### config.mk
export PLATFORM = sky130hd
export DESIGN_NAME = regfile_dump
export DESIGN_NICKNAME = d
export VERILOG_FILES = /design/src/rtl/rf_pkg.sv /design/src/rtl/regfile_dump.sv
export SDC_FILE = /design/constraint.sdc
export NUM_CORES = 1
export LEC_CHECK = 0
export ABC_AREA = 1
export CAP_MARGIN = 0
export CORE_UTILIZATION = 25
export DETAILED_ROUTE_END_ITERATION = 16
export PLACE_DENSITY = 0.5
export SLEW_MARGIN = 30
export SYNTH_ARGS = -nofsm -noshare
export SYNTH_HDL_FRONTEND = slang
export SYNTH_SLANG_ARGS = --single-unit
### constraint.sdc
create_clock -name clk -period 1.39 [get_ports clk]
set_clock_uncertainty 0.05 [all_clocks]
set_input_delay 0.3475 -clock clk [delete_from_list [all_inputs] [get_ports clk]]
set_output_delay 0.3475 -clock clk [all_outputs]
set_load 0.02 [all_outputs]
### src/rtl/rf_pkg.sv
// Shared register-file constants and the dump engine state encoding.
package rf_pkg;

    localparam int ADDR_W   = 5;
    localparam int DATA_W   = 32;
    localparam int NUM_REGS = 32;

    typedef enum logic [1:0] {
        IDLE  = 2'd0,
        FETCH = 2'd1,
        SEND  = 2'd2
    } dump_state_t;

endpackage

### src/rtl/regfile_dump.sv
// Register-file dump engine: walks addresses 0..NUM_REGS-1 through a spare
// read port, streams {addr, data} over valid/ready, and flags coherency
// loss when a snooped write hits a register that is already captured.
module regfile_dump #(
    parameter int ADDR_W   = rf_pkg::ADDR_W,
    parameter int DATA_W   = rf_pkg::DATA_W,
    parameter int NUM_REGS = rf_pkg::NUM_REGS
) (
    input  logic              clk,
    input  logic              rst_n,
    input  logic              start,
    output logic [ADDR_W-1:0] rf_addr,
    input  logic [DATA_W-1:0] rf_data,
    input  logic              snoop_we,
    input  logic [ADDR_W-1:0] snoop_addr,
    output logic              out_valid,
    input  logic              out_ready,
    output logic [ADDR_W-1:0] out_addr,
    output logic [DATA_W-1:0] out_data,
    output logic              out_last,
    output logic              busy,
    output logic              done,
    output logic              dirty
);

    import rf_pkg::*;

    localparam logic [ADDR_W-1:0] LAST_ADDR = ADDR_W'(NUM_REGS - 1);

    dump_state_t       state;
    logic [ADDR_W-1:0] idx;
    logic [ADDR_W-1:0] idx_nxt;
    logic              snoop_hit;

    assign idx_nxt   = idx + ADDR_W'(1);
    // A write at or below idx hits a register whose value is (or is being)
    // captured: at idx in FETCH the old value is sampled on the same edge.
    assign snoop_hit = (state != IDLE) && snoop_we && (snoop_addr <= idx);

    // Dump sequencer with registered outputs; done pulses for one cycle.
    always_ff @(posedge clk or negedge rst_n) begin
        if (!rst_n) begin
            state     <= IDLE;
            idx       <= '0;
            rf_addr   <= '0;
            out_valid <= 1'b0;
            out_addr  <= '0;
            out_data  <= '0;
            out_last  <= 1'b0;
            busy      <= 1'b0;
            done      <= 1'b0;
            dirty     <= 1'b0;
        end else begin
            done <= 1'b0;
            case (state)
                IDLE: begin
                    if (start) begin
                        idx     <= '0;
                        rf_addr <= '0;
                        dirty   <= 1'b0;
                        busy    <= 1'b1;
                        state   <= FETCH;
                    end
                end
                FETCH: begin
                    out_data  <= rf_data;
                    out_addr  <= idx;
                    out_last  <= (idx == LAST_ADDR);
                    out_valid <= 1'b1;
                    state     <= SEND;
                end
                SEND: begin
                    if (out_ready) begin
                        out_valid <= 1'b0;
                        if (out_last) begin
                            rf_addr <= '0;
                            busy    <= 1'b0;
                            done    <= 1'b1;
                            state   <= IDLE;
                        end else begin
                            idx     <= idx_nxt;
                            rf_addr <= idx_nxt;
                            state   <= FETCH;
                        end
                    end
                end
                default: state <= IDLE;
            endcase
            // Sticky until the next accepted start (which only clears in IDLE).
            if (snoop_hit) begin
                dirty <= 1'b1;
            end
        end
    end

endmodule

==> results.md <==
- Family with the most delay on the worst path: flip-flops
- Num ports: 89
- Share of the synthesized area in the top cell type: 0.573
- Crit path cell chain: clkdlybuf4s15_2
- Worst-Skew Late Latency: between 300 and 400 ps
- Switching Power: ~2.8 mW
- # clock sinks: 54
- Worst Hold Depth: 2
- CTS root buffer: clkbuf_8
- CTS Buf Count: 5
- TNS Setup: 0 ps
- Vias in the first global route: 1,757
- Max VDD drop: roughly 0.00054 V
- Synth warn: 0
- Synth Area in Simple Gates: 0.0896
- DR vias/cell: between 4 and 5
- Slew HR: 0.721
- RD Place Congestion: 0.690
- Core area: 9200 um2
- Max Freq: roughly 0.74 GHz
- WP buf/inv: 1
- CP Data Arrival Time: 950 ps
- Pwr Density: approximately 2200 nW/um2
- Power share of the sequential group: 0.333
- Slew @ Worst Pin: approximately 420 ps
- Gr usage total: 0.118
- Die W: about 100 um
- Post-Syn Area: ~2400 um2
- DR DRC count: 0
- Final period util: 0.971
- Unrepaired setup endpoints after global routing: true
- Max_cap viols: 0
- Clock slew at reported path FFs: 90 ps
- GR Overflow Total: 0
- I/O Buffers: 88
- Most common cell after layout, fill and taps aside: dfrtp_1
- Area leader, netlist: dfrtp_1
- Main combinational cell family by area after synthesis: multiplexers
- Layout cell share with drive strength beyond 1: 0.446
- Max Root-Sink Buffers: 2
- Logic pwr share: 0.496
- Initial Util: 0.257
- # fillers: about 940
- DRT iter0 DRCs: 31
- HP Class: reg2reg
- Max FO, Critical Path: 2
- Largest net degree at the start of global routing: 33
- Highest-delay cell along the critical path: dfrtp_1
- Top cells by area, synth: dfrtp_1 (57%), mux2_4 (18%), nand2_1 (4.3%)
- Switching Fraction: 0.362
- Xor and xnor area share after synthesis: 0.00371
- R2R cell count: 9
- Sequential fraction of the synthesis area: 0.573
- Compound-cell area share of the yosys netlist: 0.0408
- Outcome: completed
- Net count, final: around 340
- Critical Path RT: 990 ps
- Detailed placer's ending HPWL: around 4 mm
- Total Wirelength: 5.51 mm
- Syn Nets: about 230
- Multiplexer share of the synthesized area: 0.202
- Final setup fails: 0
- Initial antenna violation count: 0
- Crit path time final: around 1300 ps
- Clk pwr share: 0.171
- Rows: 35
- Area Growth Syn to Fin: 49.2%
- First-pass DRT Iterations: 4
- Final Instance Area: between 3000 and 4000 um2
- WL/cell: between 10 and 15 um
- Slowest stage delay, CP: 390 ps
- ANT nets after route: 0
- Max-slew violations: 0
- Overall die area: between 9000 and 10,000 um2
- CTS tree: built
- H-tree depth: 2
- Synthesized flop and latch total: 54
- Cell variety after synth: 20
- WHS: between 400 and 500 ps
- Antenna Diode Count: 0
- CP Class: reg2out
- Critical path startpoint category: register
- Final hold vios: 0
- First-pass GRT wire length: ~9 mm
- Crit end category: primary output
- Die span in y: between 90 and 100 um
- Routed via count: between 1,500 and 2,000
- Synth Instances: about 180
- Most frequent cells in the layout: dfrtp_1 (54), clkdlybuf4s50_1 (39), buf_2 (35)
- Stages on worst setup path: 1
- Adder-Cell Fraction of Synth Area: 0.0371
- Syn avg cell area: between 10 and 15 um2
- Area post-placement: around 3500 um2
- Leak: 1.71 nW
- Pint: between 4 and 5 mW
-- cell usage after synthesis, drive strengths merged --
library cell and number:
nand3 9, o21ai 15, xor2 1, ha 7, buf 4, mux2 33, a21oi 2, or2 1
inv 16, nor2 7, dfrtp 54, nand2 29
-- layer usage --
layer | GRT usage | routed length, um | up-vias
li1 | - | - | 808
met1 | 0.166 | 2770 | 810
met2 | 0.182 | 2440 | 48
met3 | 0.0274 | 247 | 5
met4 | 0.0305 | 52 | 0
met5 | 0 | 0 | -
-- power by group through the flow --
stage               combinational (mW)  sequential, mW  clock [mW]
floorplan                         1.76            3.34           0
global route                      4.12            2.65        1.41
CTS                               4.09            2.58        1.37
finish                            3.81            2.56        1.32
detailed placement                4.27            2.61           0
global placement                  4.25            2.60           0
-- logic make-up (layout without fill, tap and decap cells) --
group                      count (synthesis)  after routing
and+or+nand+nor                           46             46
muxes                                     33             33
buffers and inverters                     20            131
DFF                                       54             54
xor gates and xnor gates                   1              1
AOI/OAI and AO/OA                         17             17
adders and majority gates                  7              7
-- area by class of cell --
type | count | area, um2 | area share
clock inverter | 2 | 60.1 | 0.0171
sequential | 54 | 1350 | 0.384
multi-input combinational | 104 | 928 | 0.264
clock buffer | 6 | 82.6 | 0.0235
tap | 111 | 139 | 0.0395
inverter | 16 | 60.1 | 0.0171
timing repair buffer | 107 | 898 | 0.255
-- state kept, by name, summed over array words and instances, names as in the netlist --
signal / flops
out_last: 1
out_valid: 1
out_data: 32
done: 1
idx: 5
out_addr: 5
busy: 1
state: 2
dirty: 1
rf_addr: 5
-- worst paths after layout --
path	from	end	slack (ps)
min in group asynchronous	rst_n	out_data[16]	520
max	rf_addr[3]	rf_addr[3]	40
min	dirty	dirty	450
min reg2reg	dirty	dirty	450
max reg2reg	idx[1]	dirty	70
max in group asynchronous	rst_n	out_last	420
-- through the flow --
step | util | setup slack, ps | total power [mW] | cells
2_1_floorplan | - | 98.3 | 5.11 | 178
3_3_place_gp | 0.375 | -278 | 6.85 | 389
3_5_place_dp | 0.375 | -294 | 6.88 | 389
4_1_cts | 0.396 | 2.58 | 8.04 | 398
5_1_grt | 0.383 | -35.0 | 8.19 | 400
6_report | 0.383 | 40.2 | 7.69 | 400
-- what timing repair did --
| action | CTS | global route |
|---|---|---|
| hold endpoints to repair | 22 | 0 |
| hold buffers | 1 | 0 |
| setup endpoints to repair | 47 | 36 |
| cloned | 0 | 0 |
| pin swaps | 0 | 3 |
| buffers inserted | 0 | 2 |
| gates resized for setup | 144 | 48 |
No activity file was read; power rests on OpenSTA's default activity.
